**config.mk**
```make
export PLATFORM = sky130hd
export DESIGN_NAME = pe_dot
export DESIGN_NICKNAME = d
export VERILOG_FILES = /design/src/rtl/pe_pkg.sv /design/src/rtl/pe_mult_stage.sv /design/src/rtl/pe_dot.sv
export SDC_FILE = /design/constraint.sdc
export NUM_CORES = 1
export LEC_CHECK = 0
export CAP_MARGIN = 10
export CORE_MARGIN = 5
export CORE_UTILIZATION = 50
export CTS_CLUSTER_DIAMETER = 150
export DETAILED_ROUTE_END_ITERATION = 10
export PLACE_DENSITY = 0.7
export SKIP_LAST_GASP = 1
export SYNTH_ARGS = -nofsm -noshare
export SYNTH_HDL_FRONTEND = slang
export SYNTH_SLANG_ARGS = --single-unit
```
**constraint.sdc**
```tcl
create_clock -name i_clock -period 10.6 [get_ports i_clock]
set_input_delay 1.59 -clock i_clock [delete_from_list [all_inputs] [get_ports i_clock]]
set_output_delay 1.59 -clock i_clock [all_outputs]
set_load 0.005 [all_outputs]
```
**src/rtl/pe_pkg.sv**
```systemverilog
// Shared types for the pe_dot dot-product processing element.
// Holds the FSM state encoding and the per-beat pipeline tag.
package pe_pkg;

    typedef enum logic {
        IDLE  = 1'b0,
        ACCUM = 1'b1
    } state_t;

    typedef struct packed {
        logic valid;
        logic first;
        logic last;
        logic is_signed;
    } beat_tag_t;

endpackage

```
**src/rtl/pe_mult_stage.sv**
```systemverilog
// Registered BW x BW multiplier with a per-beat signed/unsigned select.
// Both operands are extended to 2*BW first, so one multiplier covers both modes.
module pe_mult_stage #(
    parameter int unsigned BW = 8
) (
    input  logic            i_clock,
    input  logic            i_reset,
    input  logic [BW-1:0]   i_a,
    input  logic [BW-1:0]   i_b,
    input  logic            i_is_signed,
    output logic [2*BW-1:0] o_product
);

    localparam int unsigned PW = 2 * BW;

    logic [PW-1:0] ext_a;
    logic [PW-1:0] ext_b;
    logic [PW-1:0] product_c;
    logic [PW-1:0] product_q;

    // The low 2*BW bits of the extended product are exact in either mode.
    always_comb begin
        ext_a = {{BW{1'b0}}, i_a};
        ext_b = {{BW{1'b0}}, i_b};
        if (i_is_signed) begin
            ext_a = {{BW{i_a[BW-1]}}, i_a};
            ext_b = {{BW{i_b[BW-1]}}, i_b};
        end
        product_c = PW'(ext_a * ext_b);
    end

    always_ff @(posedge i_clock) begin
        if (!i_reset) begin
            product_q <= '0;
        end else begin
            product_q <= product_c;
        end
    end

    assign o_product = product_q;

endmodule

```
**src/rtl/pe_dot.sv**
```systemverilog
// Pipelined length-K dot-product PE with systolic operand forwarding.
// Stage 1 registers/tags operands, stage 2 multiplies, stage 3 accumulates.
module pe_dot
    import pe_pkg::*;
#(
    parameter  int unsigned BW    = 8,
    parameter  int unsigned ACC_W = 2 * BW + 8,
    parameter  int unsigned K_MAX = 256,
    localparam int unsigned CNT_W = $clog2(K_MAX + 1)
) (
    input  logic             i_clock,
    input  logic             i_reset,
    input  logic             i_valid,
    input  logic [BW-1:0]    i_activation,
    input  logic [BW-1:0]    i_weight,
    input  logic             i_signed,
    input  logic [CNT_W-1:0] i_len,
    output logic [BW-1:0]    o_activation,
    output logic [BW-1:0]    o_weight,
    output logic             o_valid,
    output logic [ACC_W-1:0] o_result,
    output logic             o_result_valid,
    output logic             o_busy
);

    localparam int unsigned PW = 2 * BW;

    state_t           state_q, state_d;
    logic [CNT_W-1:0] count_q, count_d;
    logic [CNT_W-1:0] len_q, len_d;
    logic             mode_q, mode_d;
    logic [CNT_W-1:0] len_eff;
    beat_tag_t        tag_c;

    beat_tag_t        tag1_q;
    beat_tag_t        tag2_q;
    logic [BW-1:0]    act_q;
    logic [BW-1:0]    wgt_q;
    logic [PW-1:0]    prod_q;

    logic [ACC_W-1:0] ext_c;
    logic [ACC_W-1:0] acc_sum_c;
    logic [ACC_W-1:0] acc_q;
    logic [ACC_W-1:0] result_q;
    logic             result_valid_q;

    // Beat framing: decide first/last/mode for the incoming beat.
    always_comb begin
        state_d = state_q;
        count_d = count_q;
        len_d   = len_q;
        mode_d  = mode_q;
        tag_c   = '0;
        len_eff = (i_len == '0) ? CNT_W'(1) : i_len;
        if (i_valid) begin
            tag_c.valid = 1'b1;
            case (state_q)
                IDLE: begin
                    tag_c.first     = 1'b1;
                    tag_c.is_signed = i_signed;
                    len_d           = len_eff;
                    mode_d          = i_signed;
                    count_d         = CNT_W'(1);
                    if (len_eff == CNT_W'(1)) begin
                        tag_c.last = 1'b1;
                    end else begin
                        state_d = ACCUM;
                    end
                end
                ACCUM: begin
                    tag_c.is_signed = mode_q;
                    count_d         = count_q + CNT_W'(1);
                    if (count_q == len_q - CNT_W'(1)) begin
                        tag_c.last = 1'b1;
                        state_d    = IDLE;
                    end
                end
                default: state_d = IDLE;
            endcase
        end
    end

    always_ff @(posedge i_clock) begin
        if (!i_reset) begin
            state_q <= IDLE;
            count_q <= '0;
            len_q   <= '0;
            mode_q  <= 1'b0;
            act_q   <= '0;
            wgt_q   <= '0;
            tag1_q  <= '0;
            tag2_q  <= '0;
        end else begin
            state_q <= state_d;
            count_q <= count_d;
            len_q   <= len_d;
            mode_q  <= mode_d;
            act_q   <= i_activation;
            wgt_q   <= i_weight;
            tag1_q  <= tag_c;
            tag2_q  <= tag1_q;
        end
    end

    pe_mult_stage #(
        .BW (BW)
    ) u_mult (
        .i_clock     (i_clock),
        .i_reset     (i_reset),
        .i_a         (act_q),
        .i_b         (wgt_q),
        .i_is_signed (tag1_q.is_signed),
        .o_product   (prod_q)
    );

    // Extend the product to accumulator width and form the next sum.
    always_comb begin
        if (tag2_q.is_signed) begin
            ext_c = ACC_W'($signed(prod_q));
        end else begin
            ext_c = ACC_W'(prod_q);
        end
        acc_sum_c = tag2_q.first ? ext_c : acc_q + ext_c;
    end

    always_ff @(posedge i_clock) begin
        if (!i_reset) begin
            acc_q          <= '0;
            result_q       <= '0;
            result_valid_q <= 1'b0;
        end else begin
            result_valid_q <= tag2_q.valid & tag2_q.last;
            if (tag2_q.valid) begin
                acc_q <= acc_sum_c;
            end
            if (tag2_q.valid & tag2_q.last) begin
                result_q <= acc_sum_c;
            end
        end
    end

    assign o_activation   = act_q;
    assign o_weight       = wgt_q;
    assign o_valid        = tag1_q.valid;
    assign o_result       = result_q;
    assign o_result_valid = result_valid_q;
    assign o_busy         = (state_q == ACCUM) | tag1_q.valid | tag2_q.valid;

endmodule

```
# After elaboration in Yosys (flattened, before gate mapping)
# Cells that the tools add are included.
# Widths: inputs -> output; s select.
# op_classes
n_bitwise,4
n_addsub,3
eq_ne,2
mul,1
mux,14
n_reduce_logical,3
# ops
op,count
$mux 24,2
$mux 16,2
$add 24x24->24,1
$pmux 9 s2,1
$mul 16x16->16,1
$add 9x1->9 const B,1
$eq 9x1->1 const B,1
$eq 9x9->1,1
$logic_not 9->1,1
$mux 9,1
$sub 9x1->9 const B,1
$mux 1,5
$mux 4,1
$pmux 2 s2,1
$reduce_and 2->1,2
$or 1x1->1,2
$pmux 1 s2,1
$and 1x1->1,1
$not 1->1,1
# word_totals
regBits,109
out_inout_bits,43
word_cells,45
inputBits,29

# Longest topological paths before layout
# Gate-level depths: netlist (run 1).
# depth
ltp_word,6
mapped_depth,24
depth_no_buf,22

# Cells and area by module
# From an unflattened synthesis (run 1), not the netlist that was laid out.
# unflattened
hier_cells,1087
area_unflattened_um2,9350.2
# modules_own_cells
mod,cells_each,instances,seq_area_each_um2,area_per_inst_um2
pe_dot,637,1,1861.8,5273.8
pe_mult_stage,450,1,320.3,4076.4

# Worst setup path after synthesis (run 1)
# Ideal clock, no wire load.
# synth_path
path_kind,flip-flop to flip-flop
start,register act_q[2] (netlist: o_activation[2])
end,register u_mult.product_q[15] (netlist: u_mult.o_product[15])
t_required_ns,10.485
path_slack_ns,5.078
path_buffers,2
synth_period_minus_slack_ns,5.522
path_stages_with_launch,21
setup_time_ns,0.115
arrival_ns,5.407
path_cell_list,dfxtp_1 > clkbuf_1 > clkbuf_1 > and2_1 > fa_1 > fa_1 > ha_1 > inv_1 > fa_1 > fa_1 > fa_1 > inv_1 > ha_1 > or2_2 > a21o_1 > a31oi_1 > nor2b_1 > o21a_1 > o41ai_1 > xnor2_1 > and2_1
# synth_via
elab_chain_len,2
# synth_lines
element,line,source
"start, declared",pe_dot.sv:37,logic [BW-1:0] act_q;
"start signal, assigned",pe_dot.sv:98,act_q <= i_activation;
$mux 16,pe_mult_stage.sv:25,if (i_is_signed) begin
$mul 16x16->16,pe_mult_stage.sv:29,product_c = PW'(ext_a * ext_b);
"end signal, assigned",pe_mult_stage.sv:36,product_q <= product_c;
"end, declared",pe_mult_stage.sv:19,logic [PW-1:0] product_q;
# No other way between the ends.
# A chain may end at the register's enable or synchronous reset.

# Worst setup path in the final report (run 1)
# Same ends and word-level chain as after synthesis.

==> metrics.yaml, run 1 <==
timing:
  relSlewSlack: 0.4930
  slew_violations: 0
  tns_ns: 0
  hold_viol_final: 0
  fmax_mhz: 175.6
  setup_viol: 0
  tightest_slew_ns: 0.7546
  period_minus_slack_ns: 5.696
  worst_hold_slack_ns: 0.4372
  finalWorstSetupSlack_ns: 4.904
  skew_ns: 0.007597
  period_share: 0.5374
  rsz0062_at_grt: "false"
placed_design:
  gp_congestion: 0.8899
  pre_cts_ws_ns: 4.847
  port_buffers: 71
  dp_hpwl_mm: 14.28
clock_tree:
  root_buffer: "clkbuf_16"
  cts_buffers: 9
  clock_sinks: 109
  cts_tree: "yes"
  cts_resized: 0
  clkTransAtPathRegs_ns: 0.08
  clk_path_buf_depth: 2
  post_cts_buffers: 0
  cts_max_level: 3
  cts_hold_buf: 0
  clock_latency_ns: 0.36
global_routing:
  grtUsageTotal: 0.1989
  antenna_found_initial: 0
  grt_pass1_vias: 6802
  grt_pass1_wl_mm: 32.98
  grt_overflow: 0
  grt_max_degree: 62
die:
  rows: 48
  die_area_um2: 20160
  coreArea_um2: 17180
  ios: 72
  initial_core_util: 0.5071
  fp.dieH_um: 142.0
  die_x_um: 142.0
final_layout:
  fin_nets: 1212
  drive_gt1_frac: 0.04139
  area_growth_pct: 12.96
  final_common_cell: "inv_1"
  mostFrequentLayoutCells: "inv_1 (118), dfxtp_1 (109), and2_1 (82), ha_1 (79), nor2_1 (73)"
  diodes: 0
routing:
  drc_errors: 0
  drt_iter0_markers: 445
  antenna_left: 0
  num_vias: 6700
  wl_mm: 18.85
  firstDrtPassIters: 4
  viasPerCell: 5.301
  wl_per_cell_um: 14.91
synthesis:
  synth_edf_count: 0
  seq_area_frac_synth: 0.2505
  synth-xor-area-share: 0.06478
  synth_top_family_by_area: "adder cells"
  synth-simple-area-share: 0.1790
  syn_area_um2: 8711
  synth_compound_area_frac: 0.1426
  ys_ff_latch: 109
  synth_warnings: 0
  synth.distinct_cells: 66
  syn-num-nets: 1169
  synthMuxAreaShare: 0.01637
  ys.flop_type: "dfxtp_1"
  ys_async_sr_fraction: 0
  syn_avg_cell_area_um2: 8.790
  synth_cells: 991
  synthAdderAreaFrac: 0.2743
setup_path:
  cp-end-kind: "register"
  critPathMostFrequentCell: "fa_1"
  critPathMaxStageDelay_ns: 0.72
  worst_ep_arrival_time_ns: 5.95
  crit_fanout: 17
  path_class: "register to register"
  crit_path_top_delay_cell: "dfxtp_1"
  crit_chain: "and2_1 > fa_1 > fa_1 > ha_1 > inv_1 > fa_1 > fa_1 > fa_1 > inv_1 > ha_1 > or2_2 > a21o_1 > a31oi_1 > nor2b_1 > o21a_1 > o41ai_1 > xnor2_1 > and2_1"
  setup.worst_path.start_class: "register"
  worst_ep_required_time_ns: 10.86
pwr:
  p_sw_frac: 0.2989
  powerDensity_nw_per_um2: 99.44
  internal-power_w: 0.0006860
  p_switching_w: 0.0002924
  comb_power_share: 0.200
  p_clk_frac: 0.340
  irDropWorstVdd_uv: 78.17
  power_leakage_nw: 4.371
  seqPwrFrac: 0.459
run_status:
  outcome: "finished, final reports clean"
job:
  cap_viol_max_count: 0
hold_path:
  hold_path.class: "register to register"
==> power groups by stage <==
stage	clock [W]	combinational [W]	sequential, W
detailed placement	0	0.000196	0.000459
floorplan	0	0.000150	0.000447
CTS	0.000345	0.000197	0.000449
global route	0.000363	0.000225	0.000453
finish	0.000333	0.000196	0.000450
global placement	0	0.000192	0.000459
==> cell usage after synthesis, drive strengths merged (4+ instances only) <==
master	instances	area, um2
nand3	11	55.05
nand4	7	43.79
a22o	8	70.07
nor4	6	37.54
a31o	4	35.03
or3	5	31.28
nor2	73	274.0
xnor2	40	357.8
a21oi	52	260.3
o21a	7	52.55
fa	70	1401
nand2b	12	75.07
mux2i	12	120.1
dfxtp	109	2182
inv	119	446.7
a21o	8	60.06
and2	85	536.8
nor2b	6	37.54
o211ai	7	52.55
a211oi	26	195.2
nor3	18	90.09
clkbuf	41	153.9
or2	4	25.03
a31oi	10	62.56
xor2	21	183.9
ha	79	988.5
and3	8	56.31
o21ai	46	230.2
nand2	56	220.2
==> logic make-up after synthesis <==
group                      count (synthesis)
DFF                                      109
adders and majority gates                149
xor gates and xnor gates                  62
muxes                                     13
and+or+nand+nor                          300
buffers and inverters                    164
AOI/OAI and AO/OA                        194
==> final timing paths <==
kind	depth (start not counted)	to	startpoint	slack [ns]
worst min-delay path	1	tag2_q[2]$_SDFF_PN0_	tag1_q[2]$_SDFF_PN0_	0.44
worst max register to register	18	u_mult.o_product[15]$_SDFF_PN0_	o_activation[2]$_SDFF_PN0_	4.90
worst max-delay path	18	u_mult.o_product[15]$_SDFF_PN0_	o_activation[2]$_SDFF_PN0_	4.90
worst min register to register	1	tag2_q[2]$_SDFF_PN0_	tag1_q[2]$_SDFF_PN0_	0.44
==> state kept, by name, indices dropped and copies added, names as in the netlist, 3 cells and up <==
signal            flops
tag1_q                3
o_activation          8
acc_q                24
count_q               9
u_mult.o_product     16
len_q                 9
o_weight              8
tag2_q                4
o_result             24
==> layout make-up <==
class,count,area [um2]
fillers,1606,7337
multi-input cells,718,5898
clock inverters,6,45.04
flip-flops and latches,109,2182
repair buffers,76,743.2
well taps,225,281.5
inverters,120,450.4
clock buffers,10,239.0
==> layer usage <==
layer / track usage / share of wire / vias up
met5: 0 / 0 / -
met4: 0.06061 / 0.017 / 0
met3: 0.02722 / 0.029 / 26
met2: 0.3195 / 0.46 / 110
met1: 0.2801 / 0.49 / 3173
li1: - / - / 3391
==> per-stage QoR <==
step	cells	total power (W)	area (um2)	util
global placement	1248	0.0006502	9555	0.5563
global route	1264	0.001041	9839	0.5728
finish	1264	0.0009784	9839	0.5728
CTS	1264	0.0009914	9839	0.5728
floorplan	991	0.0005980	8711	-
detailed placement	1248	0.0006543	9555	0.5563
==> worst max-delay path: cells and delay by family, from the launching register on <==
| family | cells | cell delay (ns) |
|---|---|---|
| adders and majority gates | 7 | 2.99 |
| AOI/OAI and AO/OA | 4 | 0.90 |
| and+or+nand+nor | 4 | 0.80 |
| DFF | 1 | 0.72 |
| xor gates and xnor gates | 1 | 0.10 |
| buffers and inverters | 2 | 0.09 |
Power figures use the tool's default switching activity.
==> run 2: changes to the inputs <==
==> constraint.sdc (replaced) <==
create_clock -name i_clock -period 5.9 [get_ports i_clock]
set_input_delay 0.885 -clock i_clock [delete_from_list [all_inputs] [get_ports i_clock]]
set_output_delay 0.885 -clock i_clock [all_outputs]
set_load 0.005 [all_outputs]
==> run 2 against run 1 <==
Effect of this change:
- register-to-register slack got worse by 4.4 ns
- sequential power increased by 78%
- clock power increased by 92%
- non-clock buffer count increased by 5
- largest power group unchanged
- sequential cell count unchanged
- critical endpoint unchanged
- total power increased by 84%
- largest cell class unchanged
==> metrics.yaml, run 2 (synthesis results as in run 1) <==
timing:
  hold_viol_final: 0
  fmax_mhz: 184.6
  tns_ns: 0
  relSlewSlack: 0.3502
  rsz0062_at_grt: "false"
  skew_ns: 0.009068
  setup_viol: 0
  slew_violations: 0
  period_share: 0.9180
  period_minus_slack_ns: 5.416
  tightest_slew_ns: 0.9747
routing:
  routed.top_layer: "met4"
  wl_mm: 18.85
  viasPerCell: 5.294
  met3_length_um: 655
  num_vias: 6718
  wl_per_cell_um: 14.85
  antenna_left: 0
  firstDrtPassIters: 4
  route.met2.wl_mm: 9.023
  drc_errors: 0
  wl_met1_mm: 8.836
  drt_iter0_markers: 354
die:
  die_area_um2: 20160
  fp.dieH_um: 142.0
  coreArea_um2: 17180
  rows: 48
  ios: 72
  initial_core_util: 0.5071
  die_x_um: 142.0
clock_tree:
  post_cts_buffers: 0
  clock_latency_ns: 0.36
  root_buffer: "clkbuf_16"
  cts_hold_buf: 0
  cts_resized: 0
  cts_buffers: 9
  clk_path_buf_depth: 2
  clock_sinks: 109
  clkTransAtPathRegs_ns: 0.08
  cts_max_level: 3
  cts_tree: "yes"
final_layout:
  fin_nets: 1217
  area_growth_pct: 13.72
  utilization: 0.5767
  fillCellCount: 1589
  diodes: 0
  drive_gt1_frac: 0.04693
  final_common_cell: "inv_1"
  finalInstanceArea_um2: 9906
  mostFrequentLayoutCells: "inv_1 (118), dfxtp_1 (109), and2_1 (82), ha_1 (79), nor2_1 (73)"
hold_path:
  hold_path.class: "register to register"
  worstHoldStart: "tag1_q[1]$_SDFF_PN0_"
global_routing:
  grt_pass1_vias: 6707
  grt_overflow: 0
  grt_max_degree: 62
  antenna_found_initial: 0
  grt_pass1_wl_mm: 32.69
  grtUsageTotal: 0.1971
setup_path:
  startpoint: "o_weight[6]$_SDFF_PN0_"
  cp-end-kind: "register"
  worst_ep_arrival_time_ns: 5.67
  worst_ep_required_time_ns: 6.15
  r2r_start: "o_weight[6]$_SDFF_PN0_"
  path_class: "register to register"
  setup.worst_path.start_class: "register"
  crit_fanout: 10
placed_design:
  placed_area_um2: 9593
  dp_hpwl_mm: 14.79
  gp_congestion: 0.8702
  port_buffers: 71
job:
  cap_viol_max_count: 0
run_status:
  outcome: "finished, final reports clean"
pwr:
  power_leakage_nw: 4.419
  irDropWorstVdd_uv: 146.7
  powerDensity_nw_per_um2: 181.6
run 2: per-layer routing:
metal | track usage | vias up
met3 | 0.02587 | 23
met2 | 0.3292 | 98
li1 | - | 3404
met1 | 0.2657 | 3193
met5 | 0 | -
met4 | 0.06515 | 0
run 2: power by group:
| part | switching (W) | total, W | internal, W |
|---|---|---|---|
| clock network | 0.000302 | 0.000638 | 0.000336 |
| registers | 0.0000329 | 0.000800 | 0.000768 |
| logic | 0.000195 | 0.000361 | 0.000166 |
run 2: worst paths after layout:
kind,depth (start not counted),endpoint,slack [ns]
setup / recovery,20,u_mult.o_product[15]$_SDFF_PN0_,0.48
hold / removal,1,tag2_q[1]$_SDFF_PN0_,0.44
setup reg to reg,20,u_mult.o_product[15]$_SDFF_PN0_,0.48
hold reg to reg,1,tag2_q[1]$_SDFF_PN0_,0.44
run 2: worst max-delay path, cell delays in order, from the launching register on:
cell	delay, ns
dfxtp_1	0.40
and2_1	0.21
fa_1	0.54
inv_1	0.06
fa_1	0.54
inv_1	0.05
ha_1	0.29
ha_1	0.29
inv_1	0.05
fa_1	0.50
fa_1	0.54
inv_1	0.04
ha_1	0.32
or2_2	0.32
a21o_1	0.18
a31oi_1	0.19
nor2b_1	0.08
o21a_1	0.20
o41ai_2	0.25
xnor2_1	0.10
and2_1	0.16
run 2: area by class of cell:
cell class / instances / area [um2] / area share
multi-input cells: 718 / 5906 / 0.5962
clock buffers: 9 / 225.2 / 0.02274
inverters: 120 / 450.4 / 0.04547
repair buffers: 81 / 780.7 / 0.07882
clock inverters: 7 / 80.08 / 0.008084
flip-flops and latches: 109 / 2182 / 0.2203
well taps: 225 / 281.5 / 0.02842
run 2: through the flow:
step	worst slack [ns]	cells	hold WS [ns]	total power (W)
after floorplan	0.3784	991	0.4119	0.001074
after global placement	0.5175	1253	0.4131	0.001171
after detailed placement	0.4523	1253	0.4223	0.001178
after CTS	0.3808	1269	0.4437	0.001820
after global routing	0.09089	1269	0.4768	0.001903
final	0.4839	1269	0.4385	0.001799
